$ cat src/rtl/pwm_counter.sv
// PWM time base: prescaled up/down counter with shadowed period/mode and a reload pulse.
// Optional macro PWM_CNT_CENTER_EN turns down=1 into center-aligned up/down counting.
module pwm_counter #(
  parameter int unsigned WIDTH = 16,
  parameter int unsigned PSC_W = 8
) (
  input  logic             clk,
  input  logic             rst_n,
  input  logic             en,
  input  logic             count_reset,
  input  logic [WIDTH-1:0] period,
  input  logic [PSC_W-1:0] prescale,
  input  logic             down,
  output logic [WIDTH-1:0] count_val,
  output logic             period_done,
  output logic             cnt_dir
);

  logic [PSC_W-1:0] psc_cnt, psc_nxt;
  logic [WIDTH-1:0] per_sh, per_nxt;
  logic             mode_sh, mode_nxt;
  logic [WIDTH-1:0] cnt_nxt, cnt_inc, cnt_dec;
  logic             done_nxt, dir_nxt;
  logic             tick, reload;

  assign tick    = (psc_cnt == prescale);
  assign cnt_inc = count_val + 1'b1;
  assign cnt_dec = count_val - 1'b1;

  always_comb begin
    psc_nxt  = psc_cnt;
    per_nxt  = per_sh;
    mode_nxt = mode_sh;
    cnt_nxt  = count_val;
    dir_nxt  = cnt_dir;
    done_nxt = 1'b0;
    reload   = 1'b0;
    if (count_reset) begin
      psc_nxt  = '0;
      per_nxt  = period;
      mode_nxt = down;
      cnt_nxt  = down ? period : '0;
`ifdef PWM_CNT_CENTER_EN
      // Restarting at the top of a center cycle means descending next.
      dir_nxt  = down && (period != '0);
`else
      dir_nxt  = down;
`endif
    end else if (!en) begin
      per_nxt  = period;
      mode_nxt = down;
    end else begin
      psc_nxt = tick ? '0 : psc_cnt + 1'b1;
      if (tick) begin
`ifdef PWM_CNT_CENTER_EN
        if (mode_sh) begin
          if (!cnt_dir) begin
            if (count_val == per_sh) begin
              reload = 1'b1;
            end else begin
              cnt_nxt = cnt_inc;
              dir_nxt = (cnt_inc == per_sh);
            end
          end else begin
            if (count_val == '0 || count_val == WIDTH'(1)) begin
              reload = 1'b1;
            end else begin
              cnt_nxt = cnt_dec;
            end
          end
        end else begin
          if (count_val == per_sh) reload = 1'b1;
          else                     cnt_nxt = cnt_inc;
          dir_nxt = 1'b0;
        end
        if (reload) begin
          per_nxt  = period;
          mode_nxt = down;
          done_nxt = 1'b1;
          cnt_nxt  = '0;
          dir_nxt  = 1'b0;
        end
`else
        if (!mode_sh) begin
          if (count_val == per_sh) reload = 1'b1;
          else                     cnt_nxt = cnt_inc;
        end else begin
          if (count_val == '0) reload = 1'b1;
          else                 cnt_nxt = cnt_dec;
        end
        dir_nxt = mode_sh;
        // Reload value and direction follow the freshly shadowed mode.
        if (reload) begin
          per_nxt  = period;
          mode_nxt = down;
          done_nxt = 1'b1;
          cnt_nxt  = down ? period : '0;
          dir_nxt  = down;
        end
`endif
      end
    end
  end

  always_ff @(posedge clk or negedge rst_n) begin
    if (!rst_n) begin
      count_val   <= '0;
      period_done <= 1'b0;
      cnt_dir     <= 1'b0;
      psc_cnt     <= '0;
      per_sh      <= '0;
      mode_sh     <= 1'b0;
    end else begin
      count_val   <= cnt_nxt;
      period_done <= done_nxt;
      cnt_dir     <= dir_nxt;
      psc_cnt     <= psc_nxt;
      per_sh      <= per_nxt;
      mode_sh     <= mode_nxt;
    end
  end

endmodule

$ cat config.mk
export PLATFORM = sky130hd
export DESIGN_NAME = pwm_counter
export DESIGN_NICKNAME = d
export VERILOG_FILES = /design/src/rtl/pwm_counter.sv
export SDC_FILE = /design/constraint.sdc
export NUM_CORES = 1
export LEC_CHECK = 0
export ABC_AREA = 1
export CAP_MARGIN = 20
export CORE_ASPECT_RATIO = 0.9
export CORE_UTILIZATION = 45
export DETAILED_ROUTE_END_ITERATION = 8
export PLACE_DENSITY = 0.67
export SLEW_MARGIN = 15
export SYNTH_ARGS = -nofsm -noshare
export SYNTH_HDL_FRONTEND = slang
export SYNTH_SLANG_ARGS = --single-unit
export TNS_END_PERCENT = 10
$ cat constraint.sdc
create_clock -name clk -period 5.3 [get_ports clk]
set_input_delay 1.06 -clock clk [delete_from_list [all_inputs] [get_ports clk]]
set_output_delay 1.06 -clock clk [all_outputs]
set_load 0.05 [all_outputs]
==> flow_metrics.env <==
export IMPL_via_count=3534
export IMPL_finClkSkew_ns=0.0129
export IMPL_arrival_ns=3.60
export IMPL_start_util_pct=46.9
export IMPL_critical_path_cell_chain="clkdlybuf4s50_1, clkinv_1, nand2_2, nand2_4, inv_4, nor2_1, a21oi_1"
export IMPL_yosysUniqueCellTypes=33
export IMPL_synth_edff_count=0
export IMPL_finalCritPeriodShare_pct=63.8
export IMPL_ys_flop_type="dfrtp_1"
export IMPL_min_period_ns=3.38
export IMPL_slew_headroom_pct=33.4
export IMPL_antenna_found_initial=0
export IMPL_htreeDepth=2
export IMPL_numCtsBuffers=5
export IMPL_drc_errors=0
export IMPL_max_vdd_ir_drop_mv=0.154
export IMPL_antennaDiodeCount=0
export IMPL_port_buffers=46
export IMPL_drt_pre_antenna_iters=5
export IMPL_max_freq_ghz=0.296
export IMPL_grt_usage_pct=25.2
export IMPL_crit_fanout=19
export IMPL_pre_cts_ws_ns=1.67
export IMPL_grt_pass1_vias=3200
export IMPL_pwr_share_comb_pct=49.9
export IMPL_end_kind="flip-flop"
export IMPL_critical_path_required_ns=5.52
export IMPL_cts_setup_buffers=0
export IMPL_tns_ns=0
export IMPL_clock_power_share_pct=17.2
export IMPL_cpPeakStageDelay_ns=0.93
export IMPL_postRouteWirelength_um=9610
export IMPL_cp_slowest_cell="clkdlybuf4s50_1"
export IMPL_criticalPathCategory="input pin to flip-flop"
export IMPL_wl_per_cell_um=13.9
export IMPL_core_area_um2=7620
export IMPL_ys_seq_area_share_pct=30.1
export IMPL_async_flop_share_pct=100
export IMPL_grt_max_degree=44
export IMPL_slew_violations=0
export IMPL_final_common_cell="nand2_1"
export IMPL_fillerInstances=773
export IMPL_clockBufferDepth=2
export IMPL_grt_overflow_total=0
export IMPL_drv_cap=0
export IMPL_die_area_um2=8300
export IMPL_nets=638
export IMPL_critPathBufInv=3
export IMPL_first_iter_violations=251
export IMPL_area_growth_pct=16.8
export IMPL_cts_tree="done"
export IMPL_setup_violations=0
export IMPL_min_from="per_sh[3]$_DFFE_PN0P_"
export IMPL_netlist_area_um2=3570
export IMPL_switchingPower_uw=622
export IMPL_synth_nets=600
export IMPL_worstSkewPairLatency_ns=0.31
export IMPL_drive_above_1_share_pct=5.22
export IMPL_fp_dieH_um=86.6
export IMPL_place_inst=681
export IMPL_syn_inst=555
export IMPL_cts_root_buf="clkbuf_8"
export IMPL_fin_cells=690
export IMPL_outcome="completed"
export IMPL_dp_hpwl_um=7050
export IMPL_startpoint="count_reset"
export IMPL_path_delay_family="buffers and inverters"
export IMPL_final_cell_mix="nand2_1 (211), inv_1 (67), nand3_1 (58), clkdlybuf4s50_1 (45), dfrtp_1 (43)"
export IMPL_ios=47
export IMPL_path_clk_slew_ns=0.08
export IMPL_dieWidth_um=96.0
export IMPL_gp_congestion=0.821
export IMPL_grt_pass1_wl_um=16000
export IMPL_leakage_uw=0.00219
export IMPL_worst_pin_slew_ns=0.996
export IMPL_cts_sinks=43
export IMPL_pwr_density_cell_nw_per_um2=326
export IMPL_ys_ff_latch=43
export IMPL_fin_ws_ns=1.92
export IMPL_internal_power_uw=739
export IMPL_antenna_left=0
export IMPL_cts_resized=0
export IMPL_cts_hold_buffers=0
export IMPL_final_util_pct=54.8
export IMPL_start_kind="input pin"
export IMPL_rsz0062_at_grt="false"
export IMPL_hold_violations=0
export IMPL_hold_worst_slack_ns=0.500
export IMPL_power_frac_seq_pct=32.9
export IMPL_switching_share_pct=45.7
export IMPL_syn_area_per_cell_um2=6.44
export IMPL_avgViaCountPerCell=5.12
export IMPL_r2r_start="mode_sh$_DFFE_PN0P_"
export IMPL_ys_warn_count=0
export IMPL_rows=30
export IMPL_min_path_type="flip-flop to flip-flop"
==> cell usage after synthesis (all sizes together) (3+ instances only) <==
library cell | n | area (um^2)
nand2 | 221 | 897
inv | 75 | 284
nand3 | 58 | 290
dfrtp | 43 | 1080
nor2 | 42 | 165
a21oi | 21 | 105
ha | 15 | 188
xnor2 | 15 | 131
a31oi | 12 | 75.1
buf | 12 | 80.1
nand3b | 6 | 45.0
xor2 | 6 | 52.6
nor3 | 5 | 25.0
clkbuf | 4 | 15.0
nand4 | 4 | 25.0
o21ai | 4 | 20.0
o22ai | 4 | 25.0
nor4 | 3 | 25.0
==> area by class of cell <==
type                       count  area, um^2  share of cell area [%]
clock buffer                   8         100                    2.40
tap                           96         120                    2.88
sequential                    43        1080                    25.8
timing repair buffer          47         475                    11.4
inverter                      76         288                    6.89
multi-input combinational    420        2120                    50.7
==> routing by layer <==
layer | share of wire, % | global-route usage, % | wire, um
met1 | 49 | 37.9 | 4720
met2 | 45 | 38.6 | 4320
met3 | 5.5 | 3.86 | 533
met4 | 0.42 | 3.66 | 40
met5 | 0 | 3.85 | 0
==> metrics by stage <==
| stage | area (um^2) | power, uW |
|---|---|---|
| floorplan | 3570 | 926 |
| global placement | 4060 | 1120 |
| detailed placement | 4060 | 1130 |
| CTS | 4160 | 1370 |
| global route | 4180 | 1480 |
| finish | 4180 | 1360 |
==> worst register-to-register path, delay by kind of cell, from the launching register on <==
family,cells,cell delay (ns)
flops,1,0.86
fa+ha+maj,1,0.35
simple gates,7,0.59
compound gates,2,0.48
==> flip-flops by register name, indices dropped and copies added, names as in the netlist <==
register,count
period_done,1
mode_sh,1
count_val,16
psc_cnt,8
cnt_dir,1
per_sh,16
==> cell families (layout without fill, tap and decap cells) <==
group                    Yosys count  in the layout  synth area share (%)
adder cells (fa/ha/maj)           16             16                  5.81
buffers and inverters             92            131                  10.7
XOR/XNOR                          21             21                  5.15
AND/OR/NAND/NOR                  339            339                  41.2
flip-flops                        43             43                  30.1
AO/OA/AOI/OAI                     44             44                  7.04
==> power groups by stage <==
stage | registers [uW] | logic, uW | clock network (uW)
after floorplan | 522 | 404 | 0
after global placement | 453 | 664 | 0
after detailed placement | 453 | 674 | 0
after CTS | 447 | 678 | 240
after global routing | 456 | 765 | 255
final | 447 | 679 | 235
==> worst paths after layout <==
check / slack (ns) / endpoint / cells after the start
max: 1.92 / count_val[12]$_DFFE_PN0P_ / 7
min: 0.50 / per_sh[3]$_DFFE_PN0P_ / 2
max reg2reg: 2.90 / count_val[12]$_DFFE_PN0P_ / 10
min reg2reg: 0.50 / per_sh[3]$_DFFE_PN0P_ / 2
max in group asynchronous: 4.20 / per_sh[15]$_DFFE_PN0P_ / 2
min in group asynchronous: 0.63 / per_sh[5]$_DFFE_PN0P_ / 1
No activity file was read; power rests on OpenSTA's default activity.
